File: src/rtl/vga_pkg.sv
// Screen timing, frame-buffer geometry and fill-engine state encoding shared by
// the VGA scan-out, the VRAM arbiter and the sprite renderer.
package vga_pkg;

  localparam logic [9:0] H_VISIBLE = 10'd640;
  localparam logic [9:0] V_VISIBLE = 10'd480;
  localparam logic [9:0] H_TOTAL   = 10'd800;
  localparam logic [9:0] V_TOTAL   = 10'd525;

  localparam int unsigned DATA_W   = 8;
  localparam int unsigned ADDR_W   = 15;
  localparam int unsigned FB_W     = 160;
  localparam int unsigned FB_H     = 120;
  localparam int unsigned FB_WORDS = FB_W * FB_H;

  typedef enum logic [1:0] {
    StIdle,
    StFill,
    StDone
  } fill_state_e;

endpackage

File: src/rtl/vga_vram_arbiter_if.sv
// Game-logic write handshake plus the single-port VRAM bus, both owned by the arbiter.
interface vga_vram_arbiter_if
  import vga_pkg::*;
#(
  parameter int unsigned DATA_W = vga_pkg::DATA_W,
  parameter int unsigned ADDR_W = vga_pkg::ADDR_W
) ();

  logic              wr_req;
  logic [ADDR_W-1:0] wr_addr;
  logic [DATA_W-1:0] wr_data;
  logic              wr_ack;
  logic              wr_err;

  logic [ADDR_W-1:0] ram_addr;
  logic              ram_we;
  logic [DATA_W-1:0] ram_wdata;
  logic [DATA_W-1:0] ram_rdata;

  modport master (
    output wr_req, wr_addr, wr_data, ram_rdata,
    input  wr_ack, wr_err, ram_addr, ram_we, ram_wdata
  );

  modport slave (
    input  wr_req, wr_addr, wr_data, ram_rdata,
    output wr_ack, wr_err, ram_addr, ram_we, ram_wdata
  );

endinterface

File: src/rtl/fb_addr_gen.sv
// Maps a screen position to its 160-wide frame-buffer word: (y>>2)*160 + (x>>2).
// Takes the counters with the two sub-pixel bits already dropped.
module fb_addr_gen #(
  parameter int unsigned ADDR_W = 15
) (
  input  logic [9:2]        hcnt,
  input  logic [9:2]        vcnt,
  output logic [ADDR_W-1:0] addr
);

  logic [ADDR_W-1:0] row;
  logic [ADDR_W-1:0] col;

  assign row  = ADDR_W'(vcnt);
  assign col  = ADDR_W'(hcnt);
  // row * 160 as row * 128 + row * 32
  assign addr = (row << 7) + (row << 5) + col;

endmodule

File: src/rtl/vga_vram_arbiter.sv
// Shares one synchronous-read VRAM between display reads (every 4th visible cycle)
// and the write port / screen-fill engine, which get every other cycle.
module vga_vram_arbiter
  import vga_pkg::*;
#(
  parameter int unsigned DATA_W   = vga_pkg::DATA_W,
  parameter int unsigned ADDR_W   = vga_pkg::ADDR_W,
  parameter int unsigned FB_W     = vga_pkg::FB_W,
  parameter int unsigned FB_WORDS = vga_pkg::FB_WORDS
) (
  input  logic              clk,
  input  logic              reset,
  input  logic [9:0]        hcnt,
  input  logic [9:0]        vcnt,
  vga_vram_arbiter_if.slave bus,
  input  logic              fill_start,
  input  logic [DATA_W-1:0] fill_color,
  output logic              fill_busy,
  output logic              fill_done,
  output logic [DATA_W-1:0] pix_data,
  output logic              pix_on
);

  fill_state_e       state_q;
  logic [ADDR_W-1:0] fill_cnt_q;
  logic [DATA_W-1:0] fill_color_q;

  logic              video_on;
  logic              disp_slot;
  logic [ADDR_W-1:0] disp_addr;

  logic              rd_q;
  logic [1:0]        on_q;
  logic [DATA_W-1:0] pix_q;

  // Each buffer column spans 4 screen pixels, so hcnt>>2 < FB_W is hcnt < 640.
  assign video_on  = (32'(hcnt[9:2]) < FB_W) && (vcnt < V_VISIBLE);
  assign disp_slot = video_on && (hcnt[1:0] == 2'b00);

  fb_addr_gen #(
    .ADDR_W(ADDR_W)
  ) u_fb_addr_gen (
    .hcnt(hcnt[9:2]),
    .vcnt(vcnt[9:2]),
    .addr(disp_addr)
  );

  // Outputs are forced low while reset is held so they clear without waiting for a clock.
  always_comb begin
    bus.wr_ack    = 1'b0;
    bus.wr_err    = 1'b0;
    bus.ram_addr  = '0;
    bus.ram_we    = 1'b0;
    bus.ram_wdata = '0;
    if (reset) begin
      if (disp_slot) begin
        bus.ram_addr = disp_addr;
      end else if (state_q == StFill) begin
        bus.ram_addr  = fill_cnt_q;
        bus.ram_we    = 1'b1;
        bus.ram_wdata = fill_color_q;
      end else if ((state_q == StIdle) && bus.wr_req) begin
        bus.wr_ack = 1'b1;
        if (bus.wr_addr < ADDR_W'(FB_WORDS)) begin
          bus.ram_addr  = bus.wr_addr;
          bus.ram_we    = 1'b1;
          bus.ram_wdata = bus.wr_data;
        end else begin
          bus.wr_err = 1'b1;
        end
      end
    end
  end

  always_ff @(posedge clk or negedge reset) begin
    if (!reset) begin
      state_q      <= StIdle;
      fill_cnt_q   <= '0;
      fill_color_q <= '0;
      fill_busy    <= 1'b0;
      fill_done    <= 1'b0;
    end else begin
      fill_done <= 1'b0;
      unique case (state_q)
        StIdle: begin
          if (fill_start) begin
            state_q      <= StFill;
            fill_cnt_q   <= '0;
            fill_color_q <= fill_color;
            fill_busy    <= 1'b1;
          end
        end
        StFill: begin
          if (!disp_slot) begin
            if (fill_cnt_q == ADDR_W'(FB_WORDS - 1)) begin
              state_q   <= StDone;
              fill_done <= 1'b1;
            end else begin
              fill_cnt_q <= fill_cnt_q + ADDR_W'(1);
            end
          end
        end
        StDone: begin
          state_q   <= StIdle;
          fill_busy <= 1'b0;
        end
        default: state_q <= StIdle;
      endcase
    end
  end

  // Read data arrives the cycle after a display slot; video_on gets two stages to match.
  always_ff @(posedge clk or negedge reset) begin
    if (!reset) begin
      rd_q  <= 1'b0;
      on_q  <= 2'b00;
      pix_q <= '0;
    end else begin
      rd_q <= disp_slot;
      on_q <= {on_q[0], video_on};
      if (rd_q) begin
        pix_q <= bus.ram_rdata;
      end
    end
  end

  assign pix_on   = on_q[1];
  assign pix_data = pix_on ? pix_q : '0;

endmodule

File: src/flat_wrapper.sv
// flat-port wrapper written by rule: the top's interface ports become plain ports
module vga_vram_arbiter_flat import vga_pkg::*;
#(
  parameter int unsigned DATA_W   = vga_pkg::DATA_W,
  parameter int unsigned ADDR_W   = vga_pkg::ADDR_W,
  parameter int unsigned FB_W     = vga_pkg::FB_W,
  parameter int unsigned FB_WORDS = vga_pkg::FB_WORDS
)
  (clk, reset, hcnt, vcnt, fill_start, fill_color, fill_busy, fill_done, pix_data, pix_on, bus_wr_req, bus_wr_addr, bus_wr_data, bus_ram_rdata, bus_wr_ack, bus_wr_err, bus_ram_addr, bus_ram_we, bus_ram_wdata);
  vga_vram_arbiter_if #(.DATA_W(DATA_W), .ADDR_W(ADDR_W)) bus_i ();
  input  logic clk;
  input  logic reset;
  input  logic [9:0] hcnt;
  input  logic [9:0] vcnt;
  input  logic fill_start;
  input  logic [DATA_W-1:0] fill_color;
  output logic fill_busy;
  output logic fill_done;
  output logic [DATA_W-1:0] pix_data;
  output logic pix_on;
  input wire logic [$bits(bus_i.wr_req)-1:0] bus_wr_req;
  input wire logic [$bits(bus_i.wr_addr)-1:0] bus_wr_addr;
  input wire logic [$bits(bus_i.wr_data)-1:0] bus_wr_data;
  input wire logic [$bits(bus_i.ram_rdata)-1:0] bus_ram_rdata;
  output wire logic [$bits(bus_i.wr_ack)-1:0] bus_wr_ack;
  output wire logic [$bits(bus_i.wr_err)-1:0] bus_wr_err;
  output wire logic [$bits(bus_i.ram_addr)-1:0] bus_ram_addr;
  output wire logic [$bits(bus_i.ram_we)-1:0] bus_ram_we;
  output wire logic [$bits(bus_i.ram_wdata)-1:0] bus_ram_wdata;
  assign bus_i.wr_req = bus_wr_req;
  assign bus_i.wr_addr = bus_wr_addr;
  assign bus_i.wr_data = bus_wr_data;
  assign bus_i.ram_rdata = bus_ram_rdata;
  assign bus_wr_ack = bus_i.wr_ack;
  assign bus_wr_err = bus_i.wr_err;
  assign bus_ram_addr = bus_i.ram_addr;
  assign bus_ram_we = bus_i.ram_we;
  assign bus_ram_wdata = bus_i.ram_wdata;
  vga_vram_arbiter #(.DATA_W(DATA_W), .ADDR_W(ADDR_W), .FB_W(FB_W), .FB_WORDS(FB_WORDS)) u_core (.clk(clk), .reset(reset), .hcnt(hcnt), .vcnt(vcnt), .bus(bus_i), .fill_start(fill_start), .fill_color(fill_color), .fill_busy(fill_busy), .fill_done(fill_done), .pix_data(pix_data), .pix_on(pix_on));
endmodule
File: config.mk
export PLATFORM = sky130hd
export DESIGN_NAME = vga_vram_arbiter_flat
export DESIGN_NICKNAME = d
export VERILOG_FILES = /design/src/rtl/vga_pkg.sv /design/src/rtl/vga_vram_arbiter_if.sv /design/src/rtl/fb_addr_gen.sv /design/src/rtl/vga_vram_arbiter.sv /design/src/flat_wrapper.sv
export SDC_FILE = /design/constraint.sdc
export NUM_CORES = 1
export LEC_CHECK = 0
export CORE_MARGIN = 5
export CORE_UTILIZATION = 29
export DETAILED_ROUTE_END_ITERATION = 10
export GPL_ROUTABILITY_DRIVEN = 0
export PLACE_DENSITY = 0.54
export SYNTH_ARGS = -nofsm -noshare
export SYNTH_HDL_FRONTEND = slang
export SYNTH_SLANG_ARGS = --single-unit
File: constraint.sdc
create_clock -name clk -period 3.6 [get_ports clk]
set_input_delay 0.54 -clock clk [delete_from_list [all_inputs] [get_ports clk]]
set_output_delay 0.54 -clock clk [all_outputs]
set_load 0.005 [all_outputs]
==> impl_results.rst, run 1 <==
.. list-table::
   :header-rows: 1

   * - Metric
     - Value
   * - # diodes
     - 0
   * - Type of the worst setup path
     - in2out
   * - P&R area growth vs syn
     - 50.00%
   * - Number of instances on the worst hold path
     - 0
   * - Post-Layout Cell Count
     - 546
   * - Nets in the synthesized netlist
     - 405
   * - Status
     - finished clean
   * - CTS tree
     - done
   * - Wire length of the first global-routing pass
     - 14180 µm
   * - Max-cap viol count
     - 0
   * - Setup crit end kind
     - output pin
   * - Top post-synthesis cells by count
     - nand2_1 (52), dfrtp_1 (38), nor2_1 (22), a21oi_1 (20)
   * - Total number of clock tree sinks
     - 38
   * - Count of mapped cells out of synthesis
     - 324
   * - Root cell of the clock tree
     - clkbuf_8
   * - Average size of a mapped cell
     - 8.388 µm²
   * - Synth cell types
     - 52
   * - Final #Nets
     - 515
   * - Setup repair after global routing missed its margin
     - no
   * - X dimension of the die
     - 106.8 µm
   * - Number of enable flip-flop cells after synthesis
     - 0
   * - Worst vdd rail ir drop
     - roughly 0.23 mV
   * - Measured slew at the worst slew-check pin
     - 0.8068 ns
   * - Vias in the first global route
     - 2799
   * - Residual DRC
     - 0
   * - Post-synthesis cell type with the largest combined area
     - dfrtp_1
   * - Top area cells in the synthesized netlist
     - dfrtp_1 (35%), ha_1 (7.4%), nand2_1 (7.2%)
   * - Placed cell count
     - 537
   * - Antenna-violating nets left
     - 0
   * - Critical path arrival
     - a little under 3 ns
   * - CTS max path bufs
     - 2
   * - Crit Path Max Fanout
     - 3
   * - Worst slew margin relative to its limit
     - a little under half
   * - Maximum number of pins on one net before global-route repair
     - 31
   * - Final Critical Period
     - roughly 3.5 ns
   * - Detailed placer's ending HPWL
     - between 6000 and 7000 µm
   * - Hold EP
     - u_core.on_q[1]
   * - Detailed-routing wirelength on met1
     - ~4000 µm
   * - Share of post-route cells with drive strength above 1
     - 13.33%
   * - Final clock period utilization by the worst path
     - 97.22%
   * - Startpoint of the lowest-slack hold path
     - u_core.on_q[0]
   * - Number of failing setup endpoints in the final timing report
     - 0
   * - Worst Clk Skew
     - between 0.006 and 0.007 ns
   * - Clock transition at the register clock pins on the worst setup and hold paths after CTS
     - 0.07 ns
   * - Setup crit start kind
     - input port
   * - Total number of yosys warnings
     - 0
   * - Hold crit path type
     - reg2reg
   * - Total via count after detailed routing
     - 2782
   * - Die boundary height
     - approximately 110 µm
   * - Wire length on met3
     - 479 µm
   * - Sum of routed wire length over all layers
     - 8796 µm
   * - Final total power
     - 1.412 mW
   * - WP data required
     - 3.06 ns
   * - Drt initial violations
     - 152
   * - Length of routed met2 wiring
     - 4207 µm
   * - GR Util All Layers
     - 15.44%
   * - Number of H-tree levels
     - 2
   * - Core area
     - 0.009196 mm²
   * - Insertion delay of the later-clocked pin in the worst-skew pair
     - 0.29 ns
   * - Max Used Layer
     - met4
   * - Vias per inst
     - 5.095
   * - Clock buffer count from CTS
     - 5
   * - Count of buffers inserted at the top-level ports
     - 97
   * - Max Clock Freq
     - between 0.2 and 0.3 GHz
   * - Finished Core Util
     - 44.33%
   * - Dominant cell by count in the synthesized netlist
     - nand2_1
   * - Final hold slack
     - 0.3789 ns
   * - Netlist area before placement
     - 0.002718 mm²
   * - Reg2Reg Capture Point
     - u_core.fill_cnt_q[14]
   * - Fillers
     - 960
   * - Pwr dens
     - 346.5 mW/mm²
   * - Antenna violations before repair
     - 0
   * - Final global-route overflow total
     - 0
   * - Reported leakage power
     - 1.770 nW
   * - Share of the synthesized area in the top cell type
     - a little over a third
   * - Worst-case register-to-register setup slack
     - 1.39 ns
   * - Number of max-slew violations in the final report
     - 0
   * - TritonRoute pass-1 iters
     - 4
   * - Total number of placement rows
     - 35
   * - Final routed wire length divided by cell count
     - 16.11 µm
   * - Die Outline Area
     - 0.01141 mm²
   * - Endpoints failing hold
     - 0
   * - Asr flop ratio synth
     - 100.0%
   * - Initial Util
     - 29.55%
   * - Most instantiated flip-flop cell in the synthesis netlist
     - dfrtp_1
   * - Flip-flop and latch count after synthesis
     - 38
   * - Worst reg-to-reg path cell count
     - 5
   * - Count of boundary I/O pins
     - 100
   * - Reg-to-Reg Start
     - u_core.fill_cnt_q[4]
   * - Share of the yosys chip area belonging to registers
     - 34.99%
per-layer routing:
| layer | global-route usage (%) | up-vias |
|---|---|---|
| met3 | 3.371 | 8 |
| met4 | 3.288 | 0 |
| met1 | 20.70 | 1292 |
| met2 | 25.58 | 88 |
| met5 | 0 | - |
| li1 | - | 1394 |
final cells by class:
class	instances	area [µm²]	share of cell area [%]
clock buffer	5	68.82	1.688
inverter	15	56.30	1.381
multi-input combinational	255	1702	41.74
tap	111	138.9	3.407
clock inverter	3	40.04	0.9822
timing repair buffer	119	1120	27.47
sequential	38	950.9	23.33
logic make-up (layout without fill, tap and decap cells):
logic type	count (synthesis)	count (layout)	synth area share, %
buf+inv	31	142	4.650
compound gates	71	71	17.08
flops	38	38	34.99
xor+xnor	10	10	3.223
fa+ha+maj	18	18	8.840
simple gates	145	145	26.80
mux	11	11	4.420
what timing repair did:
| action | 4_1_cts | 5_1_grt |
|---|---|---|
| endpoints found under the hold margin | 0 | 0 |
| gates resized for setup | 21 | 9 |
| gates cloned | 0 | 0 |
| hold buffers | 0 | 0 |
| buffers inserted | 1 | 0 |
| endpoints found under the setup margin | 7 | 5 |
| pin swaps | 8 | 4 |
sequential cells by signal (all words and copies together), names as in the netlist:
register / cells
u_core.fill_done: 1
u_core.on_q: 2
u_core.pix_q: 8
u_core.rd_q: 1
u_core.fill_cnt_q: 15
u_core.state_q: 2
u_core.fill_busy: 1
u_core.fill_color_q: 8
worst max path at each step:
stage | start | depth (start not counted) | endpoint
after global placement | hcnt[9] | 12 | bus_ram_addr[11]
after global routing | vcnt[5] | 9 | bus_ram_addr[12]
final | vcnt[5] | 9 | bus_ram_addr[12]
after floorplan | hcnt[9] | 9 | bus_ram_addr[11]
after detailed placement | hcnt[9] | 12 | bus_ram_addr[11]
after CTS | hcnt[8] | 11 | bus_ram_addr[12]
critical path, stage by stage:
cell	delay, ns
clkdlybuf4s50_1	0.53
ha_1	0.25
ha_1	0.33
nor2b_2	0.17
o31a_1	0.28
o311a_1	0.35
a21oi_1	0.12
o211a_1	0.19
clkdlybuf4s15_2	0.20
stage by stage:
stage / setup slack [ns] / area (µm²) / TNS, ns
floorplan: 0.6196 / 2718 / 0
finish: 0.1002 / 4076 / 0
CTS: 0.02799 / 4048 / 0
global placement: -0.4298 / 3910 / -2.158
global route: 0.004836 / 4076 / 0
detailed placement: -0.5070 / 3910 / -2.377
power by group:
group / switching, mW / internal [mW] / total, mW
registers: 0.0748 / 0.501 / 0.576
clock network: 0.144 / 0.204 / 0.348
logic: 0.204 / 0.284 / 0.488
cells in the final DEF (no fill, tap or decap), drive strengths merged, types with 3 or more instances in the layout:
cell type       n
nor3            5
dfrtp          38
a21oi          20
nand4           9
or2             4
nor2           22
a221oi          7
mux2i           3
dlygate4sd2     8
o31ai           3
or4             5
o211ai          3
nor4            5
o21a            4
and3            5
nand3          17
nand2          52
inv            15
o21ai          19
clkbuf          6
mux2            8
buf            23
xnor2           4
clkdlybuf4s50  85
and2            9
ha             16
or3             3
xor2            6
Note: power is estimated with default switching activity, not from simulation.
==> run 2: changes to the inputs <==
Settings changed: ABC_CLOCK_PERIOD_IN_PS from default to 3600.
==> results of run 2 <==
Same layout as run 1: the final DEF is identical, and so are final timing and power.
==> RTL edit, RTL diff (config.mk and constraints of run 1) <==
Encoding of `fill_state_e`: now one-hot (3 bits for 3 states).
--- a/src/rtl/vga_pkg.sv
+++ b/src/rtl/vga_pkg.sv
@@ -15,6 +15,6 @@
 
-  typedef enum logic [1:0] {
-    StIdle,
-    StFill,
-    StDone
+  typedef enum logic [2:0] {
+    StIdle = 3'b001,
+    StFill = 3'b010,
+    StDone = 3'b100
   } fill_state_e;
Check against the original RTL: no difference found for any inputs over 10 cycles, from zero or initial values and one cycle with reset low; not proved beyond that.
==> RTL edit against run 1 <==
  * Setup slack gained 62 ps
  * Total power grew 6.7%
  * Wire length grew 3.0%
  * Cell area grew 0.34%
  * Non-clock buffer count grew 1
  * Synthesized area grew 3.1%
  * Critical path depth grew 3
  * Sequential cell count grew 1
  * Die area grew 2.8%
  * Largest power group is now combinational cells
==> RTL edit: results (changes against run 1) <==
CP peak stage delay: 500 ps (-30 ps)
Commonest cells in the netlist: nand2_1 (55), dfrtp_1 (38), a21oi_1 (20)
Sequential element share of the synthesized area: 34.87% (-0.12 points)
Top post-synthesis cells by area: dfrtp_1 (34%), nand2_1 (7.4%), ha_1 (7.1%), a21oi_1 (3.6%), mux2_2 (3.2%)
Yosys reg bits: 39 (+2.6%)
Post-layout net count: 514 (-0.19%)
Drt first pass iters: 5 (+1)
Rel. slew slack: 55.29% (+9.1 points)
Reg2reg setup slack: 1000 ps (-390 ps)
RR Endpoint: u_core.fill_cnt_q[13]$_DFFE_PN0P_
First-pass GRT wire length: 14420 µm (+1.7%)
Placed wire-length estimate: 6938 µm (+3.1%)
VDD IR-drop max: 0.0001772 V (-23%)
Layout Cells excl Fill: 563 (+3.1%)
Syn Area/Cell: 8.597 µm² (+2.5%)
Worst slack, placed: -646.0 ps (-139.0 ps)
Status: completed
Critical path launch point: vcnt[3]
Vias in the first global route: 2818 (+0.68%)
Clock group: 0.298 mW (-14%)
Post-placement cell area: 0.003991 mm² (+2.1%)
Static Leakage: 1.760 nW (-0.55%)
Core area: 0.009328 mm² (+1.4%)
Multi-input combinational area share: 41.42% (-0.32 points)
Clock skew: 6.333 ps (-0.5560 ps)
Invs w/o clock: 14 (-1)
Sequential share of power: 38.1% (-2.7 points)
Avg WL per Cell: 16.09 µm (-0.12%)
DR iter-0 viols: 192 (+26%)
Sequential cell area share: 23.89% (+0.56 points)
P_int: 0.9691 mW (-2.1%)
==> RTL edit: cell count changes in the layout (fill, tap and decap cells not counted), moves of 5 or more <==
cell	delta
nor3_1	+5
or4_1	-5
or3_2	+5
nor2_1	-6
nor4_1	-5
o21ai_1	-8
or4_2	+6
==> RTL edit: cell families (layout without fill, tap and decap cells) <==
family / after synthesis / after routing / synth area share [%]
and+or+nand+nor: 141 / 141 / 25.58
AOI/OAI and AO/OA: 79 / 79 / 19.82
DFF: 39 / 39 / 34.87
buffers and inverters: 34 / 142 / 5.580
adders and majority gates: 18 / 18 / 8.571
muxes: 12 / 12 / 4.643
xor gates and xnor gates: 3 / 3 / 0.9377
==> RTL edit: metal layers <==
layer / part of all wire (%) / track usage (%) / vias up
met5: 0 / 0 / -
met4: 0.56 / 3.066 / 0
met3: 6.7 / 3.164 / 5
met2: 47 / 25.93 / 93
met1: 46 / 20.63 / 1369
li1: - / - / 1396
